<file path="src/rtl/alu_seq_core_if.sv">
// Operand/result bus of alu_seq_core: operand loads, start/busy/done handshake,
// result and status flags. master = front end, slave = the core.
interface alu_seq_core_if #(
  parameter int WIDTH = 8
);
  logic [WIDTH-1:0] data_in;
  logic             load_a;
  logic             load_b;
  logic [3:0]       op;
  logic             start;
  logic             busy;
  logic             done;
  logic [WIDTH-1:0] y;
  logic [WIDTH-1:0] a_out;
  logic [WIDTH-1:0] b_out;
  logic             flag_zero;
  logic             flag_carry;
  logic             flag_ovf;
  logic             flag_dz;

  modport master (
    output data_in, load_a, load_b, op, start,
    input  busy, done, y, a_out, b_out, flag_zero, flag_carry, flag_ovf, flag_dz
  );

  modport slave (
    input  data_in, load_a, load_b, op, start,
    output busy, done, y, a_out, b_out, flag_zero, flag_carry, flag_ovf, flag_dz
  );
endinterface

</file>
<file path="src/rtl/alu_seq_core.sv">
// Sequential ALU: A/B/Y registers, single-cycle ops plus iterative MUL/DIV/MOD.
// Define ALU_ACC_CHAIN_EN to reload A with every non-divide-by-zero result.
module alu_seq_core #(
  parameter int WIDTH = 8
) (
  input logic           clock,
  input logic           reset,
  alu_seq_core_if.slave bus
);
  localparam int CNT_W = $clog2(WIDTH) + 1;
  localparam int MSB   = WIDTH - 1;

  localparam logic [3:0] OP_ADD = 4'd0,  OP_SUB = 4'd1,  OP_AND = 4'd2,  OP_OR  = 4'd3;
  localparam logic [3:0] OP_XOR = 4'd4,  OP_NOT = 4'd5,  OP_SHL = 4'd6,  OP_SHR = 4'd7;
  localparam logic [3:0] OP_MUL = 4'd8,  OP_DIV = 4'd9,  OP_MOD = 4'd10, OP_INC = 4'd11;
  localparam logic [3:0] OP_DEC = 4'd12, OP_SLT = 4'd13, OP_PSB = 4'd14, OP_MIN = 4'd15;

  typedef enum logic {IDLE, ITER} state_t;
  state_t state, state_nxt;

  logic [WIDTH-1:0] a, b, y_r, hi, lo;
  logic [3:0]       op_q;
  logic [CNT_W-1:0] cnt;
  logic             done_r, fz, fc, fv, fd;
  logic             go_iter, go_single, finish;

  logic [WIDTH:0]   ext;
  logic [WIDTH-1:0] s_res;
  logic             s_c, s_v, s_dz;

  logic [WIDTH:0]   mul_sum, div_shift, div_diff;
  logic [WIDTH-1:0] nxt_hi, nxt_lo, it_res;
  logic             it_ovf;

  assign bus.a_out      = a;
  assign bus.b_out      = b;
  assign bus.y          = y_r;
  assign bus.done       = done_r;
  assign bus.busy       = (state == ITER);
  assign bus.flag_zero  = fz;
  assign bus.flag_carry = fc;
  assign bus.flag_ovf   = fv;
  assign bus.flag_dz    = fd;

  always_ff @(posedge clock or posedge reset) begin
    if (reset) state <= IDLE;
    else       state <= state_nxt;
  end

  always_comb begin
    state_nxt = state;
    go_iter   = 1'b0;
    go_single = 1'b0;
    finish    = 1'b0;
    case (state)
      IDLE: if (bus.start) begin
        if (bus.op == OP_MUL || ((bus.op == OP_DIV || bus.op == OP_MOD) && b != '0)) begin
          go_iter   = 1'b1;
          state_nxt = ITER;
        end else begin
          go_single = 1'b1;
        end
      end
      ITER: if (cnt == CNT_W'(1)) begin
        finish    = 1'b1;
        state_nxt = IDLE;
      end
      default: state_nxt = IDLE;
    endcase
  end

  // Single-cycle result; DIV/MOD only reach here with B == 0.
  always_comb begin
    ext   = '0;
    s_res = '0;
    s_c   = 1'b0;
    s_v   = 1'b0;
    s_dz  = 1'b0;
    case (bus.op)
      OP_ADD: begin
        ext   = {1'b0, a} + {1'b0, b};
        s_res = ext[MSB:0];
        s_c   = ext[WIDTH];
        s_v   = (a[MSB] == b[MSB]) && (s_res[MSB] != a[MSB]);
      end
      OP_SUB: begin
        ext   = {1'b0, a} - {1'b0, b};
        s_res = ext[MSB:0];
        s_c   = ext[WIDTH];
        s_v   = (a[MSB] != b[MSB]) && (s_res[MSB] != a[MSB]);
      end
      OP_AND: s_res = a & b;
      OP_OR:  s_res = a | b;
      OP_XOR: s_res = a ^ b;
      OP_NOT: s_res = ~a;
      OP_SHL: begin s_res = {a[MSB-1:0], 1'b0}; s_c = a[MSB]; end
      OP_SHR: begin s_res = {1'b0, a[MSB:1]};   s_c = a[0];   end
      OP_DIV: begin s_res = '1; s_dz = 1'b1; end
      OP_MOD: begin s_res = a;  s_dz = 1'b1; end
      OP_INC: begin
        ext   = {1'b0, a} + (WIDTH+1)'(1);
        s_res = ext[MSB:0];
        s_c   = ext[WIDTH];
        s_v   = ~a[MSB] & s_res[MSB];
      end
      OP_DEC: begin
        ext   = {1'b0, a} - (WIDTH+1)'(1);
        s_res = ext[MSB:0];
        s_c   = ext[WIDTH];
        s_v   = a[MSB] & ~s_res[MSB];
      end
      OP_SLT: s_res = WIDTH'(a < b);
      OP_PSB: s_res = b;
      OP_MIN: s_res = (a < b) ? a : b;
      default: s_res = '0;
    endcase
  end

  // One bit per cycle. MUL: {hi,lo} is the product with the multiplier shifting
  // out of lo. DIV/MOD: hi is the partial remainder, lo the dividend/quotient.
  // A and B cannot change during ITER, so they serve as the latched operands.
  always_comb begin
    mul_sum   = {1'b0, hi} + (lo[0] ? {1'b0, a} : '0);
    div_shift = {hi, lo[MSB]};
    div_diff  = div_shift - {1'b0, b};
    if (op_q == OP_MUL) begin
      nxt_hi = mul_sum[WIDTH:1];
      nxt_lo = {mul_sum[0], lo[MSB:1]};
    end else if (!div_diff[WIDTH]) begin
      nxt_hi = div_diff[MSB:0];
      nxt_lo = {lo[MSB-1:0], 1'b1};
    end else begin
      nxt_hi = div_shift[MSB:0];
      nxt_lo = {lo[MSB-1:0], 1'b0};
    end
    it_res = (op_q == OP_MOD) ? nxt_hi : nxt_lo;
    it_ovf = (op_q == OP_MUL) && (nxt_hi != '0);
  end

  always_ff @(posedge clock or posedge reset) begin
    if (reset) begin
      a      <= '0;
      b      <= '0;
      y_r    <= '0;
      hi     <= '0;
      lo     <= '0;
      op_q   <= '0;
      cnt    <= '0;
      done_r <= 1'b0;
      fz     <= 1'b0;
      fc     <= 1'b0;
      fv     <= 1'b0;
      fd     <= 1'b0;
    end else begin
      done_r <= 1'b0;
      if (state == IDLE && !bus.start) begin
        if (bus.load_a) a <= bus.data_in;
        if (bus.load_b) b <= bus.data_in;
      end
      if (go_single) begin
        y_r    <= s_res;
        fz     <= (s_res == '0);
        fc     <= s_c;
        fv     <= s_v;
        fd     <= s_dz;
        done_r <= 1'b1;
`ifdef ALU_ACC_CHAIN_EN
        if (!s_dz) a <= s_res;
`endif
      end
      if (go_iter) begin
        op_q <= bus.op;
        cnt  <= CNT_W'(WIDTH);
        hi   <= '0;
        lo   <= (bus.op == OP_MUL) ? b : a;
      end
      if (state == ITER) begin
        hi  <= nxt_hi;
        lo  <= nxt_lo;
        cnt <= cnt - CNT_W'(1);
        if (finish) begin
          y_r    <= it_res;
          fz     <= (it_res == '0);
          fc     <= 1'b0;
          fv     <= it_ovf;
          fd     <= 1'b0;
          done_r <= 1'b1;
`ifdef ALU_ACC_CHAIN_EN
          a <= it_res;
`endif
        end
      end
    end
  end
endmodule

</file>
<file path="src/flat_wrapper.sv">
// flat-port wrapper written by rule: the top's interface ports become plain ports
module alu_seq_core_flat 
#(
  parameter int WIDTH = 8
)
  (clock, reset, bus_data_in, bus_load_a, bus_load_b, bus_op, bus_start, bus_busy, bus_done, bus_y, bus_a_out, bus_b_out, bus_flag_zero, bus_flag_carry, bus_flag_ovf, bus_flag_dz);
  alu_seq_core_if #(.WIDTH(WIDTH)) bus_i ();
  input logic clock;
  input logic reset;
  input wire logic [$bits(bus_i.data_in)-1:0] bus_data_in;
  input wire logic [$bits(bus_i.load_a)-1:0] bus_load_a;
  input wire logic [$bits(bus_i.load_b)-1:0] bus_load_b;
  input wire logic [$bits(bus_i.op)-1:0] bus_op;
  input wire logic [$bits(bus_i.start)-1:0] bus_start;
  output wire logic [$bits(bus_i.busy)-1:0] bus_busy;
  output wire logic [$bits(bus_i.done)-1:0] bus_done;
  output wire logic [$bits(bus_i.y)-1:0] bus_y;
  output wire logic [$bits(bus_i.a_out)-1:0] bus_a_out;
  output wire logic [$bits(bus_i.b_out)-1:0] bus_b_out;
  output wire logic [$bits(bus_i.flag_zero)-1:0] bus_flag_zero;
  output wire logic [$bits(bus_i.flag_carry)-1:0] bus_flag_carry;
  output wire logic [$bits(bus_i.flag_ovf)-1:0] bus_flag_ovf;
  output wire logic [$bits(bus_i.flag_dz)-1:0] bus_flag_dz;
  assign bus_i.data_in = bus_data_in;
  assign bus_i.load_a = bus_load_a;
  assign bus_i.load_b = bus_load_b;
  assign bus_i.op = bus_op;
  assign bus_i.start = bus_start;
  assign bus_busy = bus_i.busy;
  assign bus_done = bus_i.done;
  assign bus_y = bus_i.y;
  assign bus_a_out = bus_i.a_out;
  assign bus_b_out = bus_i.b_out;
  assign bus_flag_zero = bus_i.flag_zero;
  assign bus_flag_carry = bus_i.flag_carry;
  assign bus_flag_ovf = bus_i.flag_ovf;
  assign bus_flag_dz = bus_i.flag_dz;
  alu_seq_core #(.WIDTH(WIDTH)) u_core (.clock(clock), .reset(reset), .bus(bus_i));
endmodule
</file>
<file path="config.mk">
export PLATFORM = sky130hd
export DESIGN_NAME = alu_seq_core_flat
export DESIGN_NICKNAME = d
export VERILOG_FILES = /design/src/rtl/alu_seq_core_if.sv /design/src/rtl/alu_seq_core.sv /design/src/flat_wrapper.sv
export SDC_FILE = /design/constraint.sdc
export NUM_CORES = 1
export LEC_CHECK = 0
export BUFFER_PORTS_ARGS = -buffer_cell sky130_fd_sc_hd__buf_2
export CORE_MARGIN = 2
export CORE_UTILIZATION = 50
export DETAILED_ROUTE_END_ITERATION = 6
export PLACE_DENSITY = 0.69
export SYNTH_ARGS = -nofsm -noshare
export SYNTH_HDL_FRONTEND = slang
export SYNTH_SLANG_ARGS = --single-unit
</file>
<file path="constraint.sdc">
create_clock -name clock -period 7.4 [get_ports clock]
set_input_delay 0.74 -clock clock [delete_from_list [all_inputs] [get_ports clock]]
set_output_delay 0.74 -clock clock [all_outputs]
set_load 0.005 [all_outputs]
</file>
==> results of run 1 <==
routing by layer:
metal  wire [microns]  share of wire  up-vias
li1                 -              -     2710
met4             1090          0.054        0
met2             9200           0.46      347
met1             8260           0.41     2864
met3             1640          0.081       78
met5                0              0        -
worst paths after layout:
check,start,endpoint,depth (start not counted)
worst max-delay path,u_core.bus.a_out[2],u_core.bus.flag_zero,11
worst min-delay path,u_core.op_q[3],u_core.op_q[3],1
max in group asynchronous,reset,u_core.bus.b_out[2],3
min in group asynchronous,reset,u_core.bus.done,3
worst max register to register,u_core.bus.a_out[2],u_core.bus.flag_zero,11
worst min register to register,u_core.op_q[3],u_core.op_q[3],1
metrics by stage:
stage                     setup slack, ns  utilization
after CTS                            3.37        0.542
after global routing                 3.08        0.542
after detailed placement             3.39        0.528
final                                3.22        0.542
after floorplan                      4.30            -
after global placement               3.32        0.528
sequential cells by signal, indices dropped and copies added (netlist names), 4 cells and up:
| signal | count |
|---|---|
| u_core.bus.a_out | 8 |
| u_core.bus.b_out | 8 |
| u_core.bus.y | 8 |
| u_core.cnt | 4 |
| u_core.hi | 8 |
| u_core.lo | 8 |
| u_core.op_q | 4 |
report_power, final:
| group | internal, W | switching (W) |
|---|---|---|
| Clock | 0.000130 | 0.000126 |
| Combinational | 0.000938 | 0.00142 |
| Sequential | 0.000438 | 0.000340 |
| Total | 0.00151 | 0.00189 |
cell type report:
class | instances | share of cell area
Timing Repair Buffer | 52 | 0.0449
Sequential cell | 54 | 0.220
Multi-Input combinational cell | 589 | 0.658
Inverter | 37 | 0.0226
Tap cell | 143 | 0.0292
Clock inverter | 3 | 0.00469
Clock buffer | 5 | 0.0204
worst max-delay path: cells and delay by family, from the launching register on:
| kind | cells | cell delay (ns) |
|---|---|---|
| compound gates | 5 | 1.17 |
| fa+ha+maj | 1 | 0.53 |
| buf+inv | 1 | 0.51 |
| flops | 1 | 0.76 |
| mux | 1 | 0.25 |
| simple gates | 3 | 0.88 |
kinds of logic (layout without fill, tap and decap cells):
| group | after synthesis | in the layout | share of synthesized area |
|---|---|---|---|
| DFF | 54 | 54 | 0.235 |
| adders and majority gates | 50 | 50 | 0.114 |
| buffers and inverters | 88 | 97 | 0.0623 |
| xor gates and xnor gates | 19 | 19 | 0.0316 |
| AOI/OAI and AO/OA | 253 | 253 | 0.292 |
| and+or+nand+nor | 233 | 233 | 0.205 |
| muxes | 34 | 34 | 0.0597 |
cells in the final DEF, fill, tap and decap left out, types with 6 or more instances in the layout:
| cell | n |
|---|---|
| buf_4 | 6 |
| ha_1 | 46 |
| a221oi_1 | 8 |
| nor2b_1 | 9 |
| o21ai_0 | 61 |
| a22oi_1 | 10 |
| a211oi_1 | 11 |
| o22ai_1 | 13 |
| a22o_1 | 8 |
| dfrtp_1 | 54 |
| nor3_1 | 24 |
| xnor2_1 | 11 |
| nand2_1 | 62 |
| o21ai_1 | 6 |
| a21oi_1 | 58 |
| nand3_1 | 11 |
| mux2i_1 | 32 |
| a31oi_1 | 9 |
| nor4_1 | 12 |
| a21o_1 | 10 |
| nor2_1 | 63 |
| and2_1 | 10 |
| nand2b_1 | 7 |
| inv_1 | 33 |
| buf_2 | 46 |
| xor2_1 | 6 |
==> out/results.tsv, run 1 <==
stage	metric	value	unit
sta	Tightest Pin Transition	1.22	ns
global_route	busiest grt layer	met2	
route	wire per inst	22.9	microns
global_route	met3 usage	0.0339	
yosys	ys flop type	dfrtp_1	
finish	FF/Latch Area	0.00135	sq mm
sta	Fin Setup TNS	0	ns
floorplan	die area	0.0124	sq mm
worst_setup_path	crit-path max cell delay	0.76	ns
floorplan	Site Rows	39	
sta	unrepaired setup endpoints after global routing	false	
outcome	status	completed	
clock_network	post-cts sizing count	0	
finish	layout cell share with drive strength beyond 1	0.109	
worst_setup_path	Worst setup SP type	register	
finish	final net count	806	
global_route	M1 GR Usage	0.435	
yosys	cell with the most instances after synthesis	nor2_1	
global_route	GRT Overall Usage	0.323	
placement	placed inst area	0.00598	sq mm
finish	Synth-to-Final Area Change	6.91	%
sta	final hold slack	0.510	ns
worst_setup_path	Setup CP Type	register to register	
yosys	post-synth top area cell	dfrtp_1	
yosys	EDFF count, synth	0	
placement	dpl hpwl	14900	microns
floorplan	Die Y	111	microns
sta	max-slew violations	0	
clock_network	depth of the CTS H-tree	2	
clock_network	CTS Root Cell	clkbuf_16	
route	TritonRoute pass-1 iters	7	
route	drc violations	0	
clock_network	CTS Hold Bufs	0	
placement	# port buffers	46	
yosys	Post-Syn Area	0.00574	sq mm
clock_network	CTS tree	done	
yosys	async set-reset flop share out of synthesis	1.00	
clock_network	Clock Latency Late Sink	0.31	ns
yosys	synth unique cells	76	
floorplan	core area	0.0113	sq mm
global_route	largest net degree at the start of global routing	55	
yosys	synth top area cells	dfrtp_1 (24%), ha_1 (10%), mux2i_1 (5.6%)	
placement	GP Congestion	1.06	
floorplan	I/O pins	47	
sta	f_max	239	MHz
clock_network	Reg clk slew, reported paths	0.08	ns
power	pwr dens	553	mW/mm^2
sta	relative slew slack	0.175	
sta	Setup-failing EPs final	0	
route	Starting DRT DRC Count	744	
global_route	initial antenna violation count	0	
clock_network	Bufs on Longest Clock Path	2	
yosys	Yosys reg bits	54	
route	via count	5999	
route	antenna viol nets, final	0	
worst_setup_path	worst path cell trace	clkinv_1 > ha_1 > or3_1 > o2111a_1 > o21ai_1 > a21o_1 > mux2i_1 > o211ai_1 > nor4_1 > nand4_1 > a21oi_1	
worst_setup_path	Worst EP required	7.64	ns
finish	Fillers	1095	
yosys	synth cell count leaders	nor2_1 (64), nand2_1 (62), o21ai_0 (61)	
global_route	global-route wire length before repair	31500	microns
clock_network	# clock sinks	54	
worst_hold_path	min-delay worst type	register to register	
sta	min Tclk post-route	4.18	ns
worst_setup_path	Crit. End Element	register	
finish	final cell count without fillers	883	
job	# Max-Cap Violations	0	
yosys	Yosys top cell area share	0.235	
worst_setup_path	CP max stage cell	dfrtp_1	
global_route	GRT overflow	0	
placement	placed insts	875	
finish	Diodes inserted	0	
yosys	cell count after synthesis	731	
route	Via-to-Cell Ratio	6.79	
floorplan	Die Wd	111	microns
finish	multi-input logic area	0.00404	sq mm
worst_setup_path	R2R Setup Slk	3.22	ns
global_route	vias in the first global route	5662	
clock_network	Inserted Clock Buffers	5	
sta	Final period util	0.565	
yosys	Mean Syn Cell Area	7.85	sq um
route	Final Routed Wirelength	20200	microns
sta	final hold violations	0	
yosys	Yosys Warn Count	0	
clock_network	post-CTS setup repair buffer count	0	
sta	Setup Skew	0.00728	ns
worst_setup_path	peak fanout along the critical path	13	
power	peak supply drop	0.321	mV
power	Pleak	2.62	nW
yosys	syn_nets	798	
global_route	met2 Use GR	0.515	
finish	fin area	0.00614	sq mm
power	Power, Total	0.00340	W
floorplan	Initial Utilization	0.507	
worst_setup_path	Arr. time, crit path	4.41	ns
yosys	post-synthesis sequential area ratio	0.235	
Note: power is estimated with default switching activity, not from simulation.
==> run 2: changes to the inputs <==
PLACE_DENSITY = 0.71   (was 0.69)
clock period = 3.7 ns   (was 7.4 ns; I/O delays follow)
==> out/results.tsv, run 2 (synthesis results as in run 1) <==
stage	metric	value	unit	change
outcome	status	completed		
worst_setup_path	Worst setup SP type	register		
clock_network	post-cts sizing count	0		unchanged
worst_setup_path	Crit. End Element	register		
power	Pleak	2.84	nW	+8.4%
floorplan	Die Y	111	microns	unchanged
worst_setup_path	Arr. time, crit path	3.73	ns	-0.68 ns
global_route	vias in the first global route	5918		+4.5%
floorplan	Site Rows	39		unchanged
clock_network	Clock Latency Late Sink	0.32	ns	about the same
sta	Setup Skew	0.0104	ns	+0.00310 ns
worst_hold_path	hold path depth	3		+2
route	Via-to-Cell Ratio	6.79		about the same
worst_setup_path	peak fanout along the critical path	9		-4
power	Power, Total	0.00725	W	+110%
sta	Fin Setup TNS	0	ns	unchanged
floorplan	core area	0.0113	sq mm	unchanged
finish	final cell count without fillers	929		+5.2%
sta	min Tclk post-route	3.49	ns	-0.690 ns
clock_network	Reg clk slew, reported paths	0.08	ns	about the same
finish	Synth-to-Final Area Change	12.9	%	
route	Starting DRT DRC Count	742		-0.27%
sta	max-slew violations	0		unchanged
worst_setup_path	CP max stage cell	dfrtp_1		
floorplan	Initial Utilization	0.507		unchanged
sta	Setup-failing EPs final	0		unchanged
placement	placed insts	921		+5.3%
clock_network	CTS tree	done		
worst_setup_path	CP Depth	11		unchanged
route	wire per inst	24.6	microns	+7.4%
clock_network	CTS Hold Bufs	0		unchanged
sta	final hold violations	0		unchanged
global_route	initial antenna violation count	0		unchanged
route	via count	6307		+5.1%
global_route	largest net degree at the start of global routing	45		-18%
worst_setup_path	cell family with most CP delay	compound AO/OA/AOI/OAI gates		
clock_network	CTS Root Cell	clkbuf_16		
clock_network	post-CTS setup repair buffer count	0		unchanged
placement	# port buffers	46		unchanged
placement	DP Worst Slack	0.294	ns	-3.09 ns
clock_network	Bufs on Longest Clock Path	2		unchanged
power	peak supply drop	0.596	mV	+86%
sta	relative slew slack	0.318		+0.143
finish	layout cell share with drive strength beyond 1	0.162		+0.0521
floorplan	Die Wd	111	microns	unchanged
finish	final net count	852		+5.7%
finish	Diodes inserted	0		unchanged
sta	final hold slack	0.274	ns	-0.236 ns
power	pwr dens	1120	mW/mm^2	+100%
worst_setup_path	Worst EP required	3.94	ns	-3.70 ns
route	TritonRoute pass-1 iters	5		-2
placement	GP Congestion	1.01		-4.8%
sta	Final period util	0.943		+0.378
sta	unrepaired setup endpoints after global routing	false		
clock_network	Inserted Clock Buffers	5		unchanged
sta	f_max	287	MHz	+20%
worst_setup_path	crit-path max cell delay	0.56	ns	-0.20 ns
job	# Max-Cap Violations	0		unchanged
clock_network	# clock sinks	54		unchanged
placement	dpl hpwl	17400	microns	+17%
sta	Tightest Pin Transition	1.02	ns	-0.199 ns
worst_setup_path	Setup CP Type	register to register		
route	drc violations	0		unchanged
worst_setup_path	worst reg-to-reg path cell count	11		unchanged
finish	most common cell after layout, fill and taps aside	nor2_1		
route	Final Routed Wirelength	22800	microns	+13%
global_route	global-route wire length before repair	35300	microns	+12%
clock_network	depth of the CTS H-tree	2		unchanged
floorplan	I/O pins	47		unchanged
sta	final setup margin	0.213	ns	-3.01 ns
finish	highest-count cells in the layout ignoring fill and taps	nor2_1 (63), nand2_1 (62), o21ai_0 (61), a21oi_1 (58), dfrtp_1 (54)		
global_route	GRT Overall Usage	0.370		+0.0472
route	antenna viol nets, final	0		unchanged
global_route	GRT overflow	0		unchanged
worst_setup_path	Buf/Inv on CP	1		unchanged
floorplan	die area	0.0124	sq mm	unchanged
worst_setup_path	worst path cell trace	inv_1 > ha_1 > or3b_2 > o2111a_1 > o21ai_1 > a21o_1 > mux2i_1 > o211ai_1 > nor4_1 > nand4_1 > a21oi_1		
worst_hold_path	min-delay worst type	input pin to register		
[run 2: changes by cell type in the layout (fill, tap and decap cells not counted), sizes merged]
| cell | delta |
|---|---|
| buf | +46 |
[run 2: area by class of cell]
type | instances | area (sq um)
fill | 1075 | 4840
multi-input combinational | 589 | 4040
sequential | 54 | 1350
timing repair buffer | 98 | 621
tap | 143 | 179
inverter | 37 | 139
clock buffer | 5 | 125
clock inverter | 3 | 28.8
[run 2: stage by stage]
stage | util | area [sq um]
after CTS | 0.573 | 6480
after detailed placement | 0.559 | 6330
after floorplan | - | 5740
final | 0.573 | 6480
after global routing | 0.573 | 6480
after global placement | 0.559 | 6330
[run 2: worst reg2reg max path: stages, from the launching register on]
cell,delay [ns]
dfrtp_1,0.56
inv_1,0.23
ha_1,0.42
or3b_2,0.47
o2111a_1,0.18
o21ai_1,0.14
a21o_1,0.42
mux2i_1,0.26
o211ai_1,0.13
nor4_1,0.33
nand4_1,0.14
a21oi_1,0.13
[run 2: power by group]
part / switching [W] / internal [W] / total (W)
Sequential: 0.000345 / 0.000882 / 0.00123
Combinational: 0.00336 / 0.00214 / 0.00550
Clock: 0.000261 / 0.000259 / 0.000520
[run 2: path summary, 6_finish.rpt]
kind,start,endpoint,slack [ns]
setup / recovery,u_core.bus.b_out[4],u_core.bus.flag_zero,0.21
hold / removal,bus_data_in[5],u_core.bus.b_out[5],0.27
setup reg to reg,u_core.bus.b_out[4],u_core.bus.flag_zero,0.21
hold reg to reg,u_core.bus.flag_dz,u_core.bus.flag_dz,0.49
max in group asynchronous,reset,u_core.bus.busy,2.67
min in group asynchronous,reset,u_core.op_q[3],0.30
[run 2: metal layers]
layer,track usage,wire [microns]
met5,0,0
met4,0.153,941
met3,0.0722,2100
met2,0.562,10000
met1,0.518,9750
